### config.mk
export PLATFORM = sky130hd
export DESIGN_NAME = ps2_receptor
export DESIGN_NICKNAME = d
export VERILOG_FILES = /design/src/rtl/ps2_receptor.sv
export SDC_FILE = /design/constraint.sdc
export NUM_CORES = 1
export LEC_CHECK = 0
export BUFFER_PORTS_ARGS = -buffer_cell sky130_fd_sc_hd__buf_4
export CORE_MARGIN = 2
export CORE_UTILIZATION = 56
export CTS_BUF_LIST = sky130_fd_sc_hd__clkbuf_8
export CTS_CLUSTER_DIAMETER = 100
export DETAILED_ROUTE_END_ITERATION = 10
export GPL_ROUTABILITY_DRIVEN = 0
export PLACE_DENSITY = 0.81
export SYNTH_ARGS = -nofsm -noshare
export SYNTH_HDL_FRONTEND = slang
export SYNTH_SLANG_ARGS = --single-unit
### constraint.sdc
create_clock -name CLK -period 2.4 [get_ports CLK]
set_clock_uncertainty 0.15 [all_clocks]
set_input_delay 0.36 -clock CLK [delete_from_list [all_inputs] [get_ports CLK]]
set_output_delay 0.36 -clock CLK [all_outputs]
set_load 0.02 [all_outputs]
### src/rtl/ps2_receptor.sv
// PS/2 keyboard receiver front end.
// Synchronises and glitch-filters the PS/2 clock and data pins, deserialises 11-bit
// device-to-host frames, checks odd parity and the stop bit, strips E0 prefixes and
// (optionally) F0 break sequences, and presents accepted make codes.
//
// Ports:
//   CLK          system clock
//   reset        synchronous active-high reset
//   ps2c, ps2d   raw asynchronous PS/2 clock and data pins
//   Dato         last accepted scan code, held until the next one
//   flag         one-cycle pulse, Dato is new this cycle
//   err_paridad  one-cycle pulse, frame rejected (parity or stop bit)
//   err_trama    one-cycle pulse, partial frame abandoned on timeout
module ps2_receptor #(
  parameter int unsigned FILTER_LEN     = 8,
  parameter int unsigned TIMEOUT_CYCLES = 100000,
  parameter bit          DROP_BREAK     = 1'b1
) (
  input  logic       CLK,
  input  logic       reset,
  input  logic       ps2c,
  input  logic       ps2d,
  output logic [7:0] Dato,
  output logic       flag,
  output logic       err_paridad,
  output logic       err_trama
);

  localparam int unsigned TW = $clog2(TIMEOUT_CYCLES + 1);

  typedef enum logic [1:0] {StIdle, StDatos, StParada, StEntrega} state_e;

  // Two-flop synchronisers
  logic c_meta_q, c_sync_q, d_meta_q, d_sync_q;

  // Clock filter
  logic [FILTER_LEN-1:0] filt_q, filt_d;
  logic                  level_q, level_d;
  logic                  tick;

  // Frame state
  state_e        state_q, state_d;
  logic [3:0]    cnt_q, cnt_d;
  logic [8:0]    shreg_q, shreg_d;
  logic          stop_q, stop_d;
  logic [TW-1:0] to_q, to_d;
  logic          break_pend_q, break_pend_d;
  logic [7:0]    dato_q, dato_d;
  logic          flag_q, flag_d;
  logic          errp_q, errp_d;
  logic          errt_q, errt_d;

  logic          frame_ok;
  logic          to_hit;
  logic [7:0]    rx_byte;

  always_comb begin
    filt_d  = {filt_q[FILTER_LEN-2:0], c_sync_q};
    level_d = level_q;
    if (filt_q == '0) begin
      level_d = 1'b0;
    end else if (filt_q == '1) begin
      level_d = 1'b1;
    end
  end

  // Tick is high in the cycle the filtered level is about to fall.
  assign tick = level_q & ~level_d;

  // Data bits 0..7 end up in shreg_q[7:0], parity in shreg_q[8].
  assign rx_byte  = shreg_q[7:0];
  assign frame_ok = stop_q & (^shreg_q);
  assign to_hit   = (to_q == TW'(TIMEOUT_CYCLES));

  always_comb begin
    state_d      = state_q;
    cnt_d        = cnt_q;
    shreg_d      = shreg_q;
    stop_d       = stop_q;
    to_d         = to_q;
    break_pend_d = break_pend_q;
    dato_d       = dato_q;
    flag_d       = 1'b0;
    errp_d       = 1'b0;
    errt_d       = 1'b0;

    unique case (state_q)
      StIdle: begin
        to_d = '0;
        if (tick && !d_sync_q) begin
          state_d = StDatos;
          cnt_d   = '0;
        end
      end

      StDatos: begin
        if (tick) begin
          shreg_d = {d_sync_q, shreg_q[8:1]};
          cnt_d   = cnt_q + 4'd1;
          to_d    = '0;
          if (cnt_q == 4'd8) begin
            state_d = StParada;
          end
        end else if (to_hit) begin
          state_d = StIdle;
          cnt_d   = '0;
          shreg_d = '0;
          to_d    = '0;
          errt_d  = 1'b1;
        end else begin
          to_d = to_q + TW'(1);
        end
      end

      StParada: begin
        if (tick) begin
          stop_d  = d_sync_q;
          to_d    = '0;
          state_d = StEntrega;
        end else if (to_hit) begin
          state_d = StIdle;
          cnt_d   = '0;
          shreg_d = '0;
          to_d    = '0;
          errt_d  = 1'b1;
        end else begin
          to_d = to_q + TW'(1);
        end
      end

      StEntrega: begin
        // Any tick here is ignored; PS/2 bit periods make it unreachable.
        state_d = StIdle;
        to_d    = '0;
        cnt_d   = '0;
        if (!frame_ok) begin
          errp_d = 1'b1;
        end else if (rx_byte == 8'hE0) begin
          // Extended prefix: dropped.
        end else if (DROP_BREAK && (rx_byte == 8'hF0)) begin
          break_pend_d = 1'b1;
        end else if (break_pend_q) begin
          break_pend_d = 1'b0;
        end else begin
          dato_d = rx_byte;
          flag_d = 1'b1;
        end
      end

      default: state_d = StIdle;
    endcase
  end

  always_ff @(posedge CLK) begin
    if (reset) begin
      c_meta_q     <= 1'b1;
      c_sync_q     <= 1'b1;
      d_meta_q     <= 1'b1;
      d_sync_q     <= 1'b1;
      filt_q       <= '1;
      level_q      <= 1'b1;
      state_q      <= StIdle;
      cnt_q        <= '0;
      shreg_q      <= '0;
      stop_q       <= 1'b0;
      to_q         <= '0;
      break_pend_q <= 1'b0;
      dato_q       <= 8'h00;
      flag_q       <= 1'b0;
      errp_q       <= 1'b0;
      errt_q       <= 1'b0;
    end else begin
      c_meta_q     <= ps2c;
      c_sync_q     <= c_meta_q;
      d_meta_q     <= ps2d;
      d_sync_q     <= d_meta_q;
      filt_q       <= filt_d;
      level_q      <= level_d;
      state_q      <= state_d;
      cnt_q        <= cnt_d;
      shreg_q      <= shreg_d;
      stop_q       <= stop_d;
      to_q         <= to_d;
      break_pend_q <= break_pend_d;
      dato_q       <= dato_d;
      flag_q       <= flag_d;
      errp_q       <= errp_d;
      errt_q       <= errt_d;
    end
  end

  assign Dato        = dato_q;
  assign flag        = flag_q;
  assign err_paridad = errp_q;
  assign err_trama   = errt_q;

endmodule

======== Word-level counts from Yosys, hierarchy flattened ========
Index checks and enable logic that the tools add are counted.
operators by class
  add/sub/neg operators ................... 2
  equality and inequality tests ........... 11
  muxes and demuxes ....................... 24
  bitwise operators ....................... 9
  reductions and logical operators ........ 17
operators with widths
  operator                                       number
  two-way mux 17 bit                             2
  case mux 17 bit (2 select lines)               1
  two-way mux 9 bit                              3
  == test 8 bit, second input constant           3
  case mux 9 bit (2 select lines)                1
  adder 17 x 1 -> 17 bit, second input constant  1
  == test 17 bit, second input constant          1
  two-way mux 4 bit                              4
  case mux 4 bit (4 select lines)                1
  two-way mux 2 bit                              5
  parity 9 bit                                   1
  logical NOT 8 bit                              1
  case mux 2 bit (4 select lines)                1
  AND reduction 2 bit                            4
  NOT 1 bit                                      7
  two-way mux 1 bit                              6
  OR reduction 2 bit                             3
  AND reduction 5 bit                            1
  OR reduction 5 bit                             1
  adder 4 x 1 -> 4 bit, second input constant    1
  == test 2 bit, second input constant           2
  == test 4 bit, second input constant           1
  != test 2 bit, second input constant           2
  != test 3 bit, second input constant           1
  8 further kinds                                9
word-level totals
  bits in registers ....................... 58
  bits of input ports ..................... 4
  output and inout bits ................... 11
  logic and storage cells ................. 79

======== Depth between registers and ports, before layout ========
Gate-level depths: netlist of the first run.
  depth in word-level cells ............... 8
  gate-level depth with buffers ........... 8
  mapped depth without buffers ............ 7

======== Worst setup path before layout of the first run ========
Ideal clock, no wire load.
  kind .................................... reg-to-reg
  from .................................... register filt_q[4]
  to ...................................... register state_q[0]
  library setup time ...................... 0.086 ns
  data arrival time ....................... 1.969 ns
  required time ........................... 2.164 ns
  slack ................................... 0.195 ns
  stages on the path, launching flop included .. 6
  buffers on the path ..................... 0
  clock period less this slack ............ 2.205 ns
  cells stage by stage .................... dfxtp_1 -> or4_4 -> or3_4 -> a311o_1 -> nor2b_1 -> a221oi_2
between the ends
  word-level cells in the longest chain between the ends .. 8
  elaborated cells on any way between the ends .. 13
  classes of those cells .................. eq/ne: 3; mux: 5; bitwise: 2; reduce/logical: 3
RTL lines
  element                               RTL line  RTL
  from (decl)                           37        logic [FILTER_LEN-1:0] filt_q, filt_d;
  from (signal assigned)                177       filt_q <= filt_d;
  == test 8 bit                         62        end else if (filt_q == '1) begin
  two-way mux 1 bit                     62
  two-way mux 1 bit (*)                 60        if (filt_q == '0) begin
  NOT 1 bit (*)                         68        assign tick = level_q & ~level_d;
  bitwise AND 1 bit (*)                 68
  logical AND 1 bit                     90        if (tick && !d_sync_q) begin
  != test 2 bit (no source line)        --
  AND reduction 2 bit (no source line)  --
  to (signal assigned)                  162       state_q <= StIdle;
  to (signal assigned)                  179       state_q <= state_d;
  to (decl)                             42        state_e state_q, state_d;
Every way passes the cells marked *; elsewhere a longest branch is shown, timed or not.
A chain may end at the register's enable or synchronous reset.

======== Final worst setup path of the first run ========
Same ends and word-level chain as after synthesis.

==> results of run 1 <==
==> cell usage in the layout (no fill, tap or decap), drive strengths merged, types with 2 or more instances in the layout <==
master	n
ha	13
and2	2
or2	12
clkbuf	10
nor3	4
a21oi	5
mux2i	2
a221oi	2
o32ai	2
xnor2	8
inv	21
xor2	9
a211oi	2
nand2	23
nor4	2
or4	3
nand3	15
nor2	29
and3	5
o22ai	10
clkinv	4
buf	20
o21ai	10
nor4bb	3
dfxtp	58
nand4	9
or3	3
==> worst paths after layout <==
kind / startpoint / endpoint / slack (ns) / cells after the start
min: ps2c / c_meta_q$_SDFF_PP1_ / 0.06 / 2
max: filt_q[4]$_SDFF_PP1_ / state_q[0]$_SDFFE_PP0P_ / 0.07 / 5
min reg2reg: d_meta_q$_SDFF_PP1_ / d_sync_q$_SDFF_PP1_ / 0.26 / 1
max reg2reg: filt_q[4]$_SDFF_PP1_ / state_q[0]$_SDFFE_PP0P_ / 0.07 / 5
==> worst max-delay path: stages (launching register included) <==
cell	delay (ns)
dfxtp_1	0.32
or4_4	0.57
or3_4	0.42
a311o_1	0.36
nor2b_1	0.16
a221oi_2	0.26
==> through the flow <==
step / power [mW] / hold WS, ns / instance area (um2) / setup slack, ns
after floorplan: 1.052 / 0.2395 / 2530 / 0.1945
after global placement: 1.071 / 0.2428 / 2714 / 0.1332
after detailed placement: 1.073 / 0.2482 / 2714 / 0.08219
after CTS: 1.944 / 0.04865 / 2909 / 0.07609
after global routing: 1.993 / 0.04125 / 2909 / 0.01344
final: 1.926 / 0.05765 / 2909 / 0.07001
==> routing by layer <==
layer	wire, um	global-route usage	part of all wire
met1	2110	0.2392	0.44
met4	70	0.07547	0.015
met2	2295	0.3364	0.48
met3	276	0.1027	0.058
met5	0	0	0
==> logic make-up after synthesis <==
family / synth area share
AO/OA/AOI/OAI: 0.1192
multiplexers: 0.007913
AND/OR/NAND/NOR: 0.2399
flip-flops: 0.4590
XOR/XNOR: 0.06776
adder cells (fa/ha/maj): 0.06429
buffers and inverters: 0.04203
==> power groups by stage <==
stage               registers [mW]  clock network (mW)  logic (mW)
finish                       0.979               0.874      0.0730
global route                 0.979               0.934      0.0795
CTS                          0.979               0.892      0.0729
detailed placement            1.00                   0      0.0726
global placement              1.00                   0      0.0712
floorplan                    0.998                   0      0.0537
==> state kept, by name (all words and copies together), names as in the netlist <==
register      flops
to_q             17
shreg_q           9
Dato              8
filt_q            8
cnt_q             4
state_q           2
break_pend_q      1
c_meta_q          1
c_sync_q          1
d_meta_q          1
d_sync_q          1
err_paridad       1
err_trama         1
flag              1
level_q           1
stop_q            1
==> cell type report <==
| class | instances | area (um2) | share of cell area |
|---|---|---|---|
| Sequential cell | 58 | 1161 | 0.3991 |
| Multi-Input combinational cell | 189 | 1262 | 0.4340 |
| Inverter | 20 | 75.07 | 0.02581 |
| Tap cell | 52 | 65.06 | 0.02237 |
| Clock buffer | 10 | 137.6 | 0.04731 |
| Clock inverter | 6 | 57.56 | 0.01978 |
| Timing Repair Buffer | 20 | 150.1 | 0.05161 |
==> results.md, run 1 <==
* Status: finished clean
* Critical Path RT at 2.50 ns
* Top post-synthesis cells by count: dfxtp_1 (58), nor2_1 (29), nand2_1 (23)
* Post-synth EDFFs at 0
* Buffers on Ports at 14
* Power share of the clock group at 0.454
* CP endpoint kind: flip-flop
* Setup TNS at 0 ns
* Synthesized Nets at 292
* Leak pwr at 1.077 nW
* Largest net degree at the start of global routing at 25
* Placed Cells incl. Taps at approximately 340
* CTS sink count at 58
* Internal power at 1.502 mW
* Hold Buf Count CTS at 0
* Via density at 5.583
* Layout Cells excl Fill at 355
* Net Sw Power at 424.0 uW
* Clock buffer count from CTS at 9
* Starting Density at 0.5810
* Fillers at 328
* Setup Crit Path Kind: reg -> reg
* IO Count at 15
* Post-Synthesis Cell Area at 2530 um2
* Vias in the first global route at ~1900
* Switch share at 0.2201
* Share of layout cells above drive strength 1 at 0.1815
* Post-layout minimum cycle time at around 2.3 ns
* Max Cap Viol at 0
* Initial DRC count at 55
* Finish-stage setup viols at 0
* First-pass GRT wire length at 8.204 mm
* Final hold viol count at 0
* Top cells by area, synth: dfxtp_1 (46%), ha_1 (6.4%), nor2_1 (4.3%)
* Worst skew pair latency at 0.34 ns
* Die height at 71.22 um
* Pre-antenna DRT Iters at 4
* YS warnings at 0
* Core Area at between 4000 and 5000 um2
* Wire per inst at 13.39 um
* Sequential area share after synthesis at 0.4590
* Cells after Synth at 275
* Maximum VDD drop at around 0.44 mV
* Sequential Power Share at 0.508
* Area leader, netlist: dfxtp_1
* Post-Route WL at 4.753 mm
* Post-CTS Setup Bufs at 0
* Layout area overhead at 14.99%
* Post-CTS resize count at 0
* GRT Total Usage at 0.2082
* RSZ-0062 raised after global routing: no
* Worst-Margin Slew at 0.5049 ns
* Crit path launch type: flip-flop
* Row cnt at 24
* Fin crit share at 0.9708
* Synthesized flop and latch total at 58
* Syn_area_per_cell at 9.200 um2
* Top-count cell post-synth: dfxtp_1
* Hpwl dp at between 3 and 4 mm
* Post-layout nets at 315
* Clock transition at the registers of the reported paths at 0.06 ns
* Die width at 71.22 um
* Grt total ovfl at 0
* Netlist cell types at 49
* Pins Over Slew Limit at 0
* Slew Limit Headroom at 0.6626
* Final core occ at 0.6681
* DR vias at 1982
* Pwr dens at 662.1 nW/um2
* Max Buffers Root-to-Sink at 2
* Crit path max fanout at 6
* Post-synthesis async set-or-reset flop share at 0
* Synth Flop Type: dfxtp_1
* Hold Crit Class: in -> reg
* Top cell type's share of synthesized area at 0.4590
* Full die area at 5072 um2
* H-tree depth at 3
* Post-route ant nets at 0
* Antenna violations before repair at 0
* DRC viols at 0
* ANT cells at 0
* CTS tree: built
* Comb power frac at 0.038
* Fmax at 429.2 MHz
* CTS root buffer: clkbuf_8
* Worst Path Arrival at 2.43 ns
Power figures use the tool's default switching activity.
==> inputs of run 2 (changes only) <==
--- a/config.mk
+++ b/config.mk
@@ -6,13 +6,12 @@
 export NUM_CORES = 1
 export LEC_CHECK = 0
 export BUFFER_PORTS_ARGS = -buffer_cell sky130_fd_sc_hd__buf_4
-export CORE_MARGIN = 2
 export CORE_UTILIZATION = 56
 export CTS_BUF_LIST = sky130_fd_sc_hd__clkbuf_8
 export CTS_CLUSTER_DIAMETER = 100
 export DETAILED_ROUTE_END_ITERATION = 10
 export GPL_ROUTABILITY_DRIVEN = 0
-export PLACE_DENSITY = 0.81
+export PLACE_DENSITY = 0.87
 export SYNTH_ARGS = -nofsm -noshare
 export SYNTH_HDL_FRONTEND = slang
 export SYNTH_SLANG_ARGS = --single-unit
==> run 2 against run 1 <==
Design area increased by 0.99%. Maximum frequency increased by 0.57%. Register-to-register slack about the same. Routed wire length increased by 0.97%. Worst hold slack got worse by 0.0030 ns. Setup slack improved by 0.013 ns. Cell count unchanged. Critical endpoint unchanged. Clock power increased by 12%. Total power increased by 5.4%. Non-clock buffer count increased by 1. Via count decreased by 0.96%.
==> results.md, run 2 (synthesis results as in run 1) <==
* GRT Total Usage at 0.2272
* Vias in the first global route at roughly 2000
* Slowest stage delay, CP at roughly 0.56 ns
* CTS sink count at a little under 60
* Pins Over Slew Limit at 0
* Critical-path cell list: or4_4 -> or3_4 -> a311o_1 -> nor2b_1 -> a221oi_2
* Core Area at 4354 um2
* Share of layout cells above drive strength 1 at 0.1848
* CP endpoint kind: flip-flop
* Worst Path Arrival at 2.42 ns
* Hpwl dp at 3.367 mm
* Max reg flops at 17
* Critical Path RT at around 2.5 ns
* Post-CTS Setup Bufs at 0
* Die height at about 69 um
* Antenna violations before repair at 0
* Hold_sp: ps2d
* DRC viols at 0
* Sequential Power Share at 0.482
* Buffers on Ports at 14
* Grt total ovfl at 0
* Worst-Margin Slew at 0.4778 ns
* Wire per inst at about 14 um
* Initial DRC count at between 40 and 50
* Max Buffers Root-to-Sink at 2
* Fin crit share at 0.9653
* Most frequent cells in the layout: dfxtp_1 (58), nor2_1 (29), nand2_1 (23), buf_4 (21), inv_1 (20)
* Setup Crit Path Kind: reg -> reg
* Post-layout nets at 316
* Crit path max fanout at 6
* Clock buffer count from CTS at 9
* Finish-stage setup viols at 0
* ANT cells at 0
* H-tree depth at 3
* Worst skew pair latency at 0.34 ns
* Buf+Inv Stages, Crit Path at 0
* CTS root buffer: clkbuf_8
* Switch share at 0.2076
* Comb power frac at 0.037
* Layout area overhead at 16.12%
* Crit path launch type: flip-flop
* CTS tree: built
* Starting Density at 0.5810
* Top Registers: to_q (17), shreg_q (9)
* Final core occ at 0.6747
* Final hold viol count at 0
* Commonest non-fill, non-tap cell in the layout: dfxtp_1
* Post-route ant nets at 0
* Post-layout minimum cycle time at 2.317 ns
* Status: finished clean
* Post-Route WL at 4.799 mm
* Full die area at between 4000 and 5000 um2
* IO Count at 15
* Fillers at 347
* First-pass GRT wire length at about 8.5 mm
* Hold Crit Class: in -> reg
* DR vias at a little under 2000
* Die width at ~69 um
* Largest net degree at the start of global routing at 25
* Setup TNS at 0 ns
* Leak pwr at 1.087 nW
* Power Total at 2.030 mW
* Fmax at 431.6 MHz
* Hold path depth at 2
* Critical path depth at 5
* Hold Buf Count CTS at 0
* Maximum VDD drop at 0.7396 mV
* Dominant delay contributor by cell family on the critical path: simple AND/OR/NAND/NOR gates
* Internal power at 1.609 mW
* Pre-antenna DRT Iters at 4
* Post-CTS resize count at 0
* Reg2Reg Depth at 5
* RSZ-0062 raised after global routing: no
* Most flops, register: to_q
* Row cnt at 24
* Slew Limit Headroom at 0.6807
* Net Sw Power at roughly 420 uW
* Max Cap Viol at 0
* Clock transition at the registers of the reported paths at 0.07 ns
* Power share of the clock group at 0.481
* R2R Path Start: filt_q[4]$_SDFF_PP1_
* Critical path's slowest cell: or4_4
* Via density at 5.530
* Critical Path Start: filt_q[4]$_SDFF_PP1_
* Pwr dens at 691.1 nW/um2
-- run 2: changes by cell type in the layout (fill, tap and decap cells not counted) --
cell,before,now
bufinv_16,1,2
clkinv_2,3,2
inv_1,21,20
buf_4,20,21
-- run 2: routing by layer --
| metal | share of wire | GRT usage | vias to the layer above |
|---|---|---|---|
| met5 | 0 | 0 | - |
| met4 | 0.018 | 0.08844 | 0 |
| met1 | 0.43 | 0.2446 | 908 |
| li1 | - | - | 1011 |
| met2 | 0.51 | 0.3916 | 34 |
| met3 | 0.043 | 0.09738 | 10 |
-- run 2: path summary, 6_finish.rpt --
kind	to	slack, ns
setup reg to reg	state_q[0]$_SDFFE_PP0P_	0.08
hold reg to reg	filt_q[0]$_SDFF_PP1_	0.26
setup / recovery	state_q[0]$_SDFFE_PP0P_	0.08
hold / removal	d_meta_q$_SDFF_PP1_	0.05
-- run 2: final cells by class --
| class | instances | area [um2] | share of cell area |
|---|---|---|---|
| clock buffer | 10 | 137.6 | 0.04685 |
| tap | 52 | 65.06 | 0.02215 |
| sequential | 58 | 1161 | 0.3952 |
| multi-input combinational | 189 | 1262 | 0.4297 |
| clock inverter | 5 | 78.83 | 0.02683 |
| inverter | 20 | 75.07 | 0.02555 |
| timing repair buffer | 21 | 157.7 | 0.05366 |
-- run 2: power groups by stage --
| stage | sequential, mW | clock (mW) | combinational, mW |
|---|---|---|---|
| after floorplan | 0.998 | 0 | 0.0537 |
| after global placement | 1.00 | 0 | 0.0724 |
| after detailed placement | 1.00 | 0 | 0.0744 |
| after CTS | 0.979 | 0.996 | 0.0747 |
| after global routing | 0.979 | 1.03 | 0.0833 |
| final | 0.979 | 0.976 | 0.0754 |
-- run 2: through the flow --
step | std cells | hold WS (ns) | instance area (um2) | setup slack (ns)
after floorplan | 275 | 0.2395 | 2530 | 0.1945
after detailed placement | 340 | 0.2463 | 2721 | 0.09716
after global placement | 340 | 0.2433 | 2721 | 0.1358
after CTS | 355 | 0.03871 | 2938 | 0.08404
final | 355 | 0.05463 | 2938 | 0.08329
after global routing | 355 | 0.03677 | 2938 | 0.008329
==> inputs of run 3 (changes only) <==
--- a/config.mk
+++ b/config.mk
@@ -5,13 +5,14 @@
 export SDC_FILE = /design/constraint.sdc
 export NUM_CORES = 1
 export LEC_CHECK = 0
+export ABC_AREA = 1
 export BUFFER_PORTS_ARGS = -buffer_cell sky130_fd_sc_hd__buf_4
-export CORE_UTILIZATION = 56
+export CORE_UTILIZATION = 57
 export CTS_BUF_LIST = sky130_fd_sc_hd__clkbuf_8
 export CTS_CLUSTER_DIAMETER = 100
 export DETAILED_ROUTE_END_ITERATION = 10
 export GPL_ROUTABILITY_DRIVEN = 0
-export PLACE_DENSITY = 0.87
+export PLACE_DENSITY = 0.88
 export SYNTH_ARGS = -nofsm -noshare
 export SYNTH_HDL_FRONTEND = slang
 export SYNTH_SLANG_ARGS = --single-unit
==> run 3 against run 2 <==
Utilization decreased by 0.39 points. Largest cell class unchanged. Via count grew 27%. Critical path type unchanged. Design area rose by 8.6%. Synthesized cell count up 39%. First-iteration DRC count increased to 3.7 times the previous value. Largest power group unchanged. Register-to-register slack improved by 0.22 ns. Sequential power down 0.4%. Routed wire length increased by 16%. Non-clock buffer count fell by 5.
==> results.md, run 3 <==
* Row cnt at 25
* Finish-stage setup viols at 0
* Pins Over Slew Limit at 0
* Buffers on Ports at 14
* Full die area at 5256 um2
* Net Sw Power at approximately 460 uW
* Reg2Reg Depth at 11
* Hold path depth at 2
* Critical register-to-register path endpoint: Dato[4]$_SDFFE_PP0P_
* Most flops, register: to_q
* First-pass GRT wire length at about 9.3 mm
* Fin crit share at 0.8751
* Sequential area share after synthesis at 0.4099
* Final core occ at 0.6708
* Max Cap Viol at 0
* Status: finished clean
* Slew Limit Headroom at 0.6500
* Crit path max fanout at 11
* R2R Path Start: shreg_q[4]$_SDFFE_PP0P_
* Critical Path RT at approximately 2.5 ns
* GRT Total Usage at 0.2273
* Top post-synthesis cells by count: nand2_1 (86), dfxtp_1 (58), nor2_1 (56)
* Fmax at 476.1 MHz
* Worst Path Arrival at 2.23 ns
* Post-Synthesis Cell Area at ~2800 um2
* Post-synth EDFFs at 0
* Top Registers: to_q (17), shreg_q (9)
* Max Buffers Root-to-Sink at 2
* Post-layout minimum cycle time at between 2 and 2.5 ns
* H-tree depth at 3
* Wire per inst at around 12 um
* Cells after Synth at 383
* Worst-Margin Slew at 0.5231 ns
* Grt total ovfl at 0
* Area leader, netlist: dfxtp_1
* DRC viols at 0
* YS warnings at 0
* Internal power at 1.395 mW
* Vias in the first global route at 2220
* Layout area overhead at 12.59%
* Most frequent cells in the layout: nand2_1 (86), dfxtp_1 (58), nor2_1 (56), inv_1 (50), a21oi_1 (20)
* Comb power frac at 0.042
* Hold Buf Count CTS at 0
* IO Count at 15
* Fillers at 415
* Max reg flops at 17
* Sequential Power Share at 0.524
* Starting Density at 0.5958
* Top-count cell post-synth: nand2_1
* Pwr dens at 582.8 nW/um2
* Setup Crit Path Kind: reg -> reg
* Via density at 5.218
* Post-CTS Setup Bufs at 0
* Share of layout cells above drive strength 1 at 0.1467
* Initial DRC count at 176
* R2r setup slk at 0.30 ns
* Syn_area_per_cell at 7.396 um2
* CTS tree: built
* Post-layout nets at 421
* CP endpoint kind: flip-flop
* Critical Path Start: shreg_q[4]$_SDFFE_PP0P_
* Top cells by area, synth: dfxtp_1 (41%), nand2_1 (11%), nor2_1 (7.4%)
* Final worst setup slack at 0.2996 ns
* Synthesized Nets at 400
* Hold Crit Class: in -> reg
* Clock transition at the registers of the reported paths at 0.07 ns
* Post-route ant nets at 0
* CTS root buffer: clkbuf_8
* Final hold viol count at 0
* Synthesized flop and latch total at 58
* Pre-antenna DRT Iters at 5
* Post-Route WL at 5.589 mm
* Netlist cell types at 32
* Largest net degree at the start of global routing at 24
* Antenna violations before repair at 0
* Die width at 72.50 um
* RSZ-0062 raised after global routing: no
* Die height at 72.50 um
* Post-synthesis async set-or-reset flop share at 0
* Post-CTS resize count at 0
* CP endpoint: Dato[4]$_SDFFE_PP0P_
* Clock buffer count from CTS at 9
* Leak pwr at 1.293 nW
* ANT cells at 0
* CTS sink count at 58
* Pre-CTS setup slack at 0.3268 ns
* Switch share at 0.2495
* Top cell type's share of synthesized area at 0.4099
* Commonest non-fill, non-tap cell in the layout: nand2_1
* DR vias at roughly 2500
* Worst skew pair latency at 0.34 ns
* Core Area at roughly 4800 um2
* Power share of the clock group at 0.434
* Maximum VDD drop at 0.4325 mV
* Synth Flop Type: dfxtp_1
* Setup TNS at 0 ns
* Crit path launch type: flip-flop
* Hpwl dp at 3.919 mm
==> run 3: power by group through the flow <==
stage | Clock, mW | Sequential, mW | Combinational, mW
2_1_floorplan | 0 | 0.995 | 0.0598
3_3_place_gp | 0 | 0.996 | 0.0754
3_5_place_dp | 0 | 0.996 | 0.0763
4_1_cts | 0.812 | 0.974 | 0.0771
5_1_grt | 0.857 | 0.975 | 0.0863
6_report | 0.806 | 0.975 | 0.0781
==> run 3: layer usage <==
| layer | vias to the layer above | part of all wire | global-route usage |
|---|---|---|---|
| li1 | 1265 | - | - |
| met1 | 1141 | 0.48 | 0.2967 |
| met2 | 55 | 0.46 | 0.3562 |
| met3 | 23 | 0.031 | 0.04722 |
| met4 | 0 | 0.031 | 0.1155 |
| met5 | - | 0 | 0 |
==> run 3: cells by family after synthesis <==
family                     synth area share
xor gates and xnor gates            0.02783
and+or+nand+nor                      0.3600
AOI/OAI and AO/OA                   0.06626
adders and majority gates           0.05742
DFF                                  0.4099
buffers and inverters               0.07862
==> run 3: how the worst min path moves through the flow <==
stage / to / start / slack (ns)
floorplan: c_sync_q$_SDFF_PP1_ / c_meta_q$_SDFF_PP1_ / 0.24
global placement: d_sync_q$_SDFF_PP1_ / d_meta_q$_SDFF_PP1_ / 0.24
detailed placement: d_sync_q$_SDFF_PP1_ / d_meta_q$_SDFF_PP1_ / 0.25
CTS: d_meta_q$_SDFF_PP1_ / ps2d / 0.05
global route: c_meta_q$_SDFF_PP1_ / ps2c / 0.05
finish: d_meta_q$_SDFF_PP1_ / ps2d / 0.05
==> run 3: stage by stage <==
| step | hold WS [ns] | std cells | total power [mW] | cell area, um2 |
|---|---|---|---|---|
| floorplan | 0.2395 | 383 | 1.055 | 2833 |
| finish | 0.04928 | 476 | 1.859 | 3189 |
| global route | 0.05114 | 476 | 1.918 | 3189 |
| global placement | 0.2409 | 460 | 1.072 | 3009 |
| CTS | 0.04725 | 476 | 1.864 | 3189 |
| detailed placement | 0.2478 | 460 | 1.073 | 3009 |
==> run 3: final cells by class <==
| type | count | area [um2] | share of cell area |
|---|---|---|---|
| clock inverters | 6 | 42.54 | 0.01334 |
| inverters | 52 | 195.2 | 0.06120 |
| flip-flops and latches | 58 | 1161 | 0.3641 |
| repair buffers | 16 | 120.1 | 0.03766 |
| clock buffers | 10 | 137.6 | 0.04315 |
| well taps | 67 | 83.83 | 0.02628 |
| multi-input cells | 267 | 1449 | 0.4543 |
==> run 3: critical path: stages (launching register included) <==
cell and delay, ns:
dfxtp_1 0.39, inv_1 0.09, ha_1 0.33, xor2_1 0.17
nand3_1 0.09, nand2_1 0.05, nor2_1 0.08, buf_4 0.17
nand2_1 0.13, nor2_4 0.22, nor2_1 0.08, nor2_1 0.10
